[src/rtl/dp_pkg.sv]
// ============================================================================
// Module      : dp_pkg
// Description : Shared micro-op field encodings and FSM states for seq_datapath
// Revision    : 1.0 - initial release
// ============================================================================
`default_nettype none

package dp_pkg;

  typedef enum logic [1:0] {
    ALU_ADD = 2'b00,
    ALU_SUB = 2'b01,
    ALU_AND = 2'b10,
    ALU_NOT = 2'b11
  } alu_op_t;

  typedef enum logic [1:0] {
    SH_NONE = 2'b00,
    SH_LSL1 = 2'b01,
    SH_LSR1 = 2'b10,
    SH_ASR1 = 2'b11
  } shift_t;

  typedef enum logic [1:0] {
    WS_ALU   = 2'b00,
    WS_IMM   = 2'b01,
    WS_MDATA = 2'b10,
    WS_PC    = 2'b11
  } wsel_t;

  typedef enum logic [2:0] {
    ST_IDLE = 3'd0,
    ST_RD_A = 3'd1,
    ST_RD_B = 3'd2,
    ST_EXEC = 3'd3,
    ST_WB   = 3'd4
  } state_t;

endpackage

`default_nettype wire

[src/rtl/dp_regfile.sv]
// ============================================================================
// Module      : dp_regfile
// Description : NREGS x WIDTH register file, one sync write, one comb read
// Revision    : 1.0 - initial release
// ============================================================================
`default_nettype none

module dp_regfile #(
  parameter int WIDTH = 16,
  parameter int NREGS = 8,
  localparam int RW   = $clog2(NREGS)
) (
  input  logic             clk,
  input  logic             reset_n,
  input  logic             i_we,
  input  logic [RW-1:0]    i_waddr,
  input  logic [WIDTH-1:0] i_wdata,
  input  logic [RW-1:0]    i_raddr,
  output logic [WIDTH-1:0] o_rdata
);

  logic [WIDTH-1:0] r_mem [NREGS];

  always_ff @(posedge clk or negedge reset_n) begin
    if (!reset_n) begin
      for (int i = 0; i < NREGS; i++) r_mem[i] <= '0;
    end else if (i_we) begin
      r_mem[i_waddr] <= i_wdata;
    end
  end

  assign o_rdata = r_mem[i_raddr];

endmodule

`default_nettype wire

[src/rtl/seq_datapath.sv]
// ============================================================================
// Module      : seq_datapath
// Description : Self-sequencing multicycle datapath (RD_A/RD_B/EXEC/WB).
//               Optional STATUS_CARRY_EN adds the Cf carry status output.
// Revision    : 1.0 - initial release
// ============================================================================
`default_nettype none

module seq_datapath
  import dp_pkg::*;
#(
  parameter int WIDTH = 16,
  parameter int NREGS = 8,
  parameter int IMMW  = 8,
  localparam int RW   = $clog2(NREGS)
) (
  input  logic             clk,
  input  logic             reset_n,
  input  logic             op_valid,
  output logic             op_ready,
  input  logic [1:0]       op_alu,
  input  logic [1:0]       op_shift,
  input  logic [RW-1:0]    op_rn,
  input  logic [RW-1:0]    op_rm,
  input  logic [RW-1:0]    op_rd,
  input  logic             op_asel,
  input  logic             op_bsel,
  input  logic [IMMW-1:0]  op_imm,
  input  logic [1:0]       op_wsel,
  input  logic             op_write,
  input  logic             op_loads,
  input  logic [WIDTH-1:0] mdata,
  input  logic [WIDTH-1:0] pc,
  output logic             done,
  output logic [WIDTH-1:0] datapath_out,
`ifdef STATUS_CARRY_EN
  output logic             Cf,
`endif
  output logic             N,
  output logic             Z,
  output logic             V
);

  state_t           r_state, w_next;
  alu_op_t          r_alu;
  shift_t           r_shift;
  wsel_t            r_wsel;
  logic [RW-1:0]    r_rn, r_rm, r_rd;
  logic             r_asel, r_bsel, r_write, r_loads;
  logic [IMMW-1:0]  r_imm;
  logic [WIDTH-1:0] r_a, r_b, r_c;
  logic             r_n, r_z, r_v;

  logic             w_accept, w_we;
  logic [RW-1:0]    w_raddr;
  logic [WIDTH-1:0] w_rdata, w_wdata, w_imm_ext, w_bsh, w_ain, w_bin, w_res;
  logic             w_v;

  // ---------------- FSM: state register ----------------
  always_ff @(posedge clk or negedge reset_n) begin
    if (!reset_n) r_state <= ST_IDLE;
    else          r_state <= w_next;
  end

  // ---------------- FSM: next state ----------------
  always_comb begin
    w_next = r_state;
    case (r_state)
      ST_IDLE: if (op_valid) w_next = (wsel_t'(op_wsel) == WS_ALU) ? ST_RD_A : ST_WB;
      ST_RD_A: w_next = ST_RD_B;
      ST_RD_B: w_next = ST_EXEC;
      ST_EXEC: w_next = ST_WB;
      ST_WB:   w_next = ST_IDLE;
      default: w_next = ST_IDLE;
    endcase
  end

  // ---------------- FSM: outputs ----------------
  always_comb begin
    op_ready = (r_state == ST_IDLE);
    done     = (r_state == ST_WB);
    w_we     = (r_state == ST_WB) && r_write;
    w_raddr  = (r_state == ST_RD_B) ? r_rm : r_rn;
  end

  assign w_accept = op_ready && op_valid;

  dp_regfile #(.WIDTH(WIDTH), .NREGS(NREGS)) u_regfile (
    .clk     (clk),
    .reset_n (reset_n),
    .i_we    (w_we),
    .i_waddr (r_rd),
    .i_wdata (w_wdata),
    .i_raddr (w_raddr),
    .o_rdata (w_rdata)
  );

  assign w_imm_ext = WIDTH'($signed(r_imm));

  always_comb begin
    case (r_shift)
      SH_LSL1: w_bsh = {r_b[WIDTH-2:0], 1'b0};
      SH_LSR1: w_bsh = {1'b0, r_b[WIDTH-1:1]};
      SH_ASR1: w_bsh = {r_b[WIDTH-1], r_b[WIDTH-1:1]};
      default: w_bsh = r_b;
    endcase
  end

  assign w_ain = r_asel ? '0 : r_a;
  assign w_bin = r_bsel ? w_imm_ext : w_bsh;

  // Overflow: operands (B inverted for SUB) agree in sign but result differs
  always_comb begin
    w_res = '0;
    w_v   = 1'b0;
    case (r_alu)
      ALU_ADD: begin
        w_res = w_ain + w_bin;
        w_v   = ~(w_ain[WIDTH-1] ^ w_bin[WIDTH-1]) & (w_ain[WIDTH-1] ^ w_res[WIDTH-1]);
      end
      ALU_SUB: begin
        w_res = w_ain - w_bin;
        w_v   = (w_ain[WIDTH-1] ^ w_bin[WIDTH-1]) & (w_ain[WIDTH-1] ^ w_res[WIDTH-1]);
      end
      ALU_AND: w_res = w_ain & w_bin;
      default: w_res = ~w_bin;
    endcase
  end

  always_comb begin
    case (r_wsel)
      WS_IMM:   w_wdata = w_imm_ext;
      WS_MDATA: w_wdata = mdata;
      WS_PC:    w_wdata = pc;
      default:  w_wdata = r_c;
    endcase
  end

  always_ff @(posedge clk or negedge reset_n) begin
    if (!reset_n) begin
      r_alu   <= ALU_ADD;
      r_shift <= SH_NONE;
      r_wsel  <= WS_ALU;
      r_rn    <= '0;
      r_rm    <= '0;
      r_rd    <= '0;
      r_asel  <= 1'b0;
      r_bsel  <= 1'b0;
      r_write <= 1'b0;
      r_loads <= 1'b0;
      r_imm   <= '0;
      r_a     <= '0;
      r_b     <= '0;
      r_c     <= '0;
      r_n     <= 1'b0;
      r_z     <= 1'b0;
      r_v     <= 1'b0;
    end else begin
      if (w_accept) begin
        r_alu   <= alu_op_t'(op_alu);
        r_shift <= shift_t'(op_shift);
        r_wsel  <= wsel_t'(op_wsel);
        r_rn    <= op_rn;
        r_rm    <= op_rm;
        r_rd    <= op_rd;
        r_asel  <= op_asel;
        r_bsel  <= op_bsel;
        r_write <= op_write;
        r_loads <= op_loads;
        r_imm   <= op_imm;
      end
      if (r_state == ST_RD_A) r_a <= w_rdata;
      if (r_state == ST_RD_B) r_b <= w_rdata;
      if (r_state == ST_EXEC) begin
        r_c <= w_res;
        if (r_loads) begin
          r_n <= w_res[WIDTH-1];
          r_z <= (w_res == '0);
          r_v <= w_v;
        end
      end
    end
  end

`ifdef STATUS_CARRY_EN
  logic             r_cf, w_cout;
  logic [WIDTH:0]   w_sum_ext;

  assign w_sum_ext = {1'b0, w_ain} + {1'b0, w_bin};

  // SUB reports NOT borrow, i.e. unsigned Ain >= Bin
  always_comb begin
    case (r_alu)
      ALU_ADD: w_cout = w_sum_ext[WIDTH];
      ALU_SUB: w_cout = (w_ain >= w_bin);
      default: w_cout = 1'b0;
    endcase
  end

  always_ff @(posedge clk or negedge reset_n) begin
    if (!reset_n)                            r_cf <= 1'b0;
    else if (r_state == ST_EXEC && r_loads)  r_cf <= w_cout;
  end

  assign Cf = r_cf;
`endif

  assign datapath_out = r_c;
  assign N = r_n;
  assign Z = r_z;
  assign V = r_v;

endmodule

`default_nettype wire

[config.mk]
export PLATFORM = sky130hd
export DESIGN_NAME = seq_datapath
export DESIGN_NICKNAME = d
export VERILOG_FILES = /design/src/rtl/dp_pkg.sv /design/src/rtl/dp_regfile.sv /design/src/rtl/seq_datapath.sv
export SDC_FILE = /design/constraint.sdc
export NUM_CORES = 1
export LEC_CHECK = 0
export CELL_PAD_IN_SITES_DETAIL_PLACEMENT = 1
export CELL_PAD_IN_SITES_GLOBAL_PLACEMENT = 1
export CORE_MARGIN = 1
export CORE_UTILIZATION = 50
export CTS_BUF_LIST = sky130_fd_sc_hd__clkbuf_2 sky130_fd_sc_hd__clkbuf_4 sky130_fd_sc_hd__clkbuf_8
export DETAILED_ROUTE_END_ITERATION = 8
export PLACE_DENSITY = 0.9
export SYNTH_ARGS = -nofsm -noshare
export SYNTH_HDL_FRONTEND = slang
export SYNTH_SLANG_ARGS = --single-unit
[constraint.sdc]
create_clock -name clk -period 11.8 [get_ports clk]
set_input_delay 3.54 -clock clk [delete_from_list [all_inputs] [get_ports clk]]
set_output_delay 3.54 -clock clk [all_outputs]
set_load 0.01 [all_outputs]
==> impl_summary.txt <==
----------------------------------------------------
[Routing]
  Final routed wirelength across all metal layers ... 38.0 mm
  Vias/cell ... 6.44
  WL met2 ... 19.2 mm
  Highest metal layer with signal wires ... met4
  Post-route met1 wirelength ... 15.3 mm
  Count of routing violations after the opening detailed-route iteration ... 777
  First-pass iteration count of the detailed router ... 4
  Per-cell routed wire length ... 25.8 um
  Met3 wire length ... 1.93 mm
  Post-route antenna net violation count ... 0
  Total via count in the routed design ... 9478
  DRC errors left ... 0

[Clocking]
  Total of cells resized after clock tree synthesis ... 0
  Total setup buffers inserted after CTS ... 0
  Number of buffers inserted for hold repair after clock tree synthesis ... 0
  TritonCTS clock tree ... done
  Worst-skew pair later-pin latency ... 530 ps
  Maximum level of the CTS H-tree ... 2
  Cell chosen for the clock root ... sky130_fd_sc_hd__clkbuf_8
  Clock transition time at the flip-flop clock pins of the worst setup and hold paths ... 60 ps
  Number of CTS-inserted buffers ... 35
  Buffer depth of the longest clock path ... 3
  # clock sinks ... 209

[Timing]
  Highest clock frequency the design can meet ... 175 MHz
  Period minus WS final ... 5720 ps
  Hold Violations, Final ... 0
  Setup TNS after final layout ... 0 ps
  Final setup vio count ... 0
  Slew headroom ... 19.9%
  Number of max-slew violations in the final report ... 0
  Slew at the pin closest to its max-slew limit ... 1200 ps
  Ratio of final minimum period to clock period ... 48.5%
  RSZ-0062 raised after global routing ... no
  Largest clock skew in the final design ... 35.7 ps

[Critical path]
  Type of the setup path with the least slack ... reg2out
  Largest fanout on the critical path ... 9
  CP required ... 8260 ps
  Slowest cell on the critical path ... sky130_fd_sc_hd__clkdlybuf4s50_1
  CP Launch Type ... flip-flop
  Count of buffer and inverter cells on the critical path ... 1
  Worst Path Arrival ... 2180 ps
  Setup crit end kind ... output pin
  Worst path cell trace ... nor3b_1 > clkdlybuf4s50_1
  Top cell family by delay on the critical path ... buffers and inverters
  Largest stage delay, worst path ... 620 ps

[Placement]
  RePlAce Congestion ... 0.898
  Count of buffers from port buffering ... 82
  HPWL after DPL ... 24.4 mm

[Global routing]
  Overall Global Routing Usage ... 33.1%
  Global-route congestion overflow total ... 0
  Pin count of the biggest net entering global routing ... 96
  Initial antenna violation count ... 0
  Wire length of the first global-routing pass ... 59.7 mm
  Number of global-route vias before repair ... 10300

[Layout]
  Filler instances ... 2414
  Highest-count cells in the layout ignoring fill and taps ... sky130_fd_sc_hd__dfrtp_1, sky130_fd_sc_hd__nor2_1, sky130_fd_sc_hd__a21oi_1
  Synth-to-Final Area Change ... 15.2%
  Number of nets in the layout ... 1265
  Fraction of final layout cells sized beyond drive strength 1 ... 19.1%
  Leading cell type in the layout, fill and taps excluded ... sky130_fd_sc_hd__dfrtp_1
  Number of antenna diodes ... 0

[Logic synthesis]
  Netlist cell types ... 70
  Synthesized area divided by synthesized cell count ... 10.5 um2
  Number of synthesized flops with an enable pin ... 0
  #FFs+latches synth ... 209
  Post-synth design cell area ... 0.0115 mm2
  Cell count after synthesis ... 1097
  Top flip-flop cell by instance count after synthesis ... sky130_fd_sc_hd__dfrtp_1
  Area share of the largest cell type after synthesis ... 45.5%
  Ys async rst share ... 100%
  Yosys top cell by area ... sky130_fd_sc_hd__dfrtp_1
  Net count of the mapped netlist ... 1196
  Sequential cell area fraction in the yosys report ... 45.5%
  Synth Warn # ... 0
  Top post-synthesis cells by area ... sky130_fd_sc_hd__dfrtp_1, sky130_fd_sc_hd__mux2_2, sky130_fd_sc_hd__mux4_2

[Floorplan]
  Core Area ... 0.0226 mm2
  Io pins ... 83
  Cell Rows ... 55
  Chip height ... 154 um
  Area of the die ... 0.0236 mm2
  Initial cell density of the core ... 50.9%
  Horizontal die dimension ... 154 um

[Run status]
  Status ... finished clean

[Flow run]
  MaxCap Viol Count ... 0

[Worst hold path]
  Worst min-delay path category ... reg2reg

----------------------------------------------------
## worst register-to-register path: stages (launching register included)
cell and delay (ps):
sky130_fd_sc_hd__dfrtp_1 720, sky130_fd_sc_hd__or3b_1 560, sky130_fd_sc_hd__a31oi_1 370, sky130_fd_sc_hd__ha_1 330, sky130_fd_sc_hd__inv_1 90, sky130_fd_sc_hd__fa_1 430
sky130_fd_sc_hd__and2b_2 230, sky130_fd_sc_hd__o2111ai_1 170, sky130_fd_sc_hd__and4_1 230, sky130_fd_sc_hd__nor4b_1 480, sky130_fd_sc_hd__o21ai_0 220, sky130_fd_sc_hd__a311o_1 380
sky130_fd_sc_hd__o211ai_1 140, sky130_fd_sc_hd__o211ai_1 160, sky130_fd_sc_hd__o31ai_2 250
## layout make-up
type                            instances  area, um2  area share (%)
Timing Repair Buffer                  100        960            7.24
Inverter                               30        113           0.850
Clock buffer                           54        656            4.95
Tap cell                              285        357            2.69
Clock inverter                          3       42.5           0.321
Sequential cell                       209       5230            39.5
Multi-Input combinational cell        790       5890            44.5
## logic make-up (layout without fill, tap and decap cells)
kind of cell | Yosys count | in the layout | share of synthesized area (%)
DFF | 209 | 209 | 45.5
xor gates and xnor gates | 16 | 16 | 1.22
and+or+nand+nor | 302 | 302 | 12.2
AOI/OAI and AO/OA | 266 | 266 | 13.3
buffers and inverters | 98 | 187 | 3.68
muxes | 169 | 169 | 20.0
adders and majority gates | 37 | 37 | 4.16
## registers in the layout, indices dropped and copies added, names as in the netlist, 3 cells and up
signal / count
r_rm: 3
r_b: 16
r_rd: 3
r_state: 3
r_imm: 8
r_rn: 3
u_regfile.r_mem: 128
datapath_out: 16
r_a: 16
## synthesized netlist by cell type (5+ instances only)
cell and n:
sky130_fd_sc_hd__dfrtp_1 209, sky130_fd_sc_hd__nor2_1 111, sky130_fd_sc_hd__a21oi_1 107, sky130_fd_sc_hd__nand2_1 99, sky130_fd_sc_hd__mux2_2 94, sky130_fd_sc_hd__o21ai_0 91, sky130_fd_sc_hd__clkbuf_1 46, sky130_fd_sc_hd__mux4_2 39
sky130_fd_sc_hd__mux2i_1 36, sky130_fd_sc_hd__ha_1 35, sky130_fd_sc_hd__inv_1 29, sky130_fd_sc_hd__nor2b_1 24, sky130_fd_sc_hd__nor3_1 13, sky130_fd_sc_hd__xnor2_1 11, sky130_fd_sc_hd__buf_2 10, sky130_fd_sc_hd__nand3_1 10
sky130_fd_sc_hd__o211ai_1 9, sky130_fd_sc_hd__a211oi_1 8, sky130_fd_sc_hd__a31oi_1 7, sky130_fd_sc_hd__buf_4 7, sky130_fd_sc_hd__nand2b_1 6, sky130_fd_sc_hd__nand4_1 6, sky130_fd_sc_hd__a21boi_0 5, sky130_fd_sc_hd__and3_1 5
sky130_fd_sc_hd__xor2_1 5
## worst paths after layout
path,depth (start not counted),from,slack [ps],end
max,2,r_state[2],6080,done
min,2,u_regfile.r_mem[42],490,u_regfile.r_mem[42]
max reg2reg,14,r_shift[0],6930,Z
min reg2reg,2,u_regfile.r_mem[42],490,u_regfile.r_mem[42]
max in group asynchronous,2,reset_n,7410,u_regfile.r_mem[19]
min in group asynchronous,1,reset_n,3080,u_regfile.r_mem[74]
## metal layers
layer,vias to the layer above,GRT usage (%)
li1,4048,-
met1,4957,41.6
met2,354,56.9
met3,119,5.05
met4,0,14.7
met5,-,0
## through the flow
step           worst slack (ps)  instance area, um2  instances  hold slack [ps]  util (%)
2_1_floorplan              7080               11500       1097              445         -
3_3_place_gp               6650               12600       1414              457      55.6
3_5_place_dp               6470               12600       1414              476      55.6
4_1_cts                    6050               13300       1471              490      58.7
5_1_grt                    5990               13300       1471              514      58.7
6_report                   6080               13300       1471              488      58.7
Power is left out: the tool's default activity adds up to more than one toggle a clock period on the data nets, which glitch-free logic cannot reach.
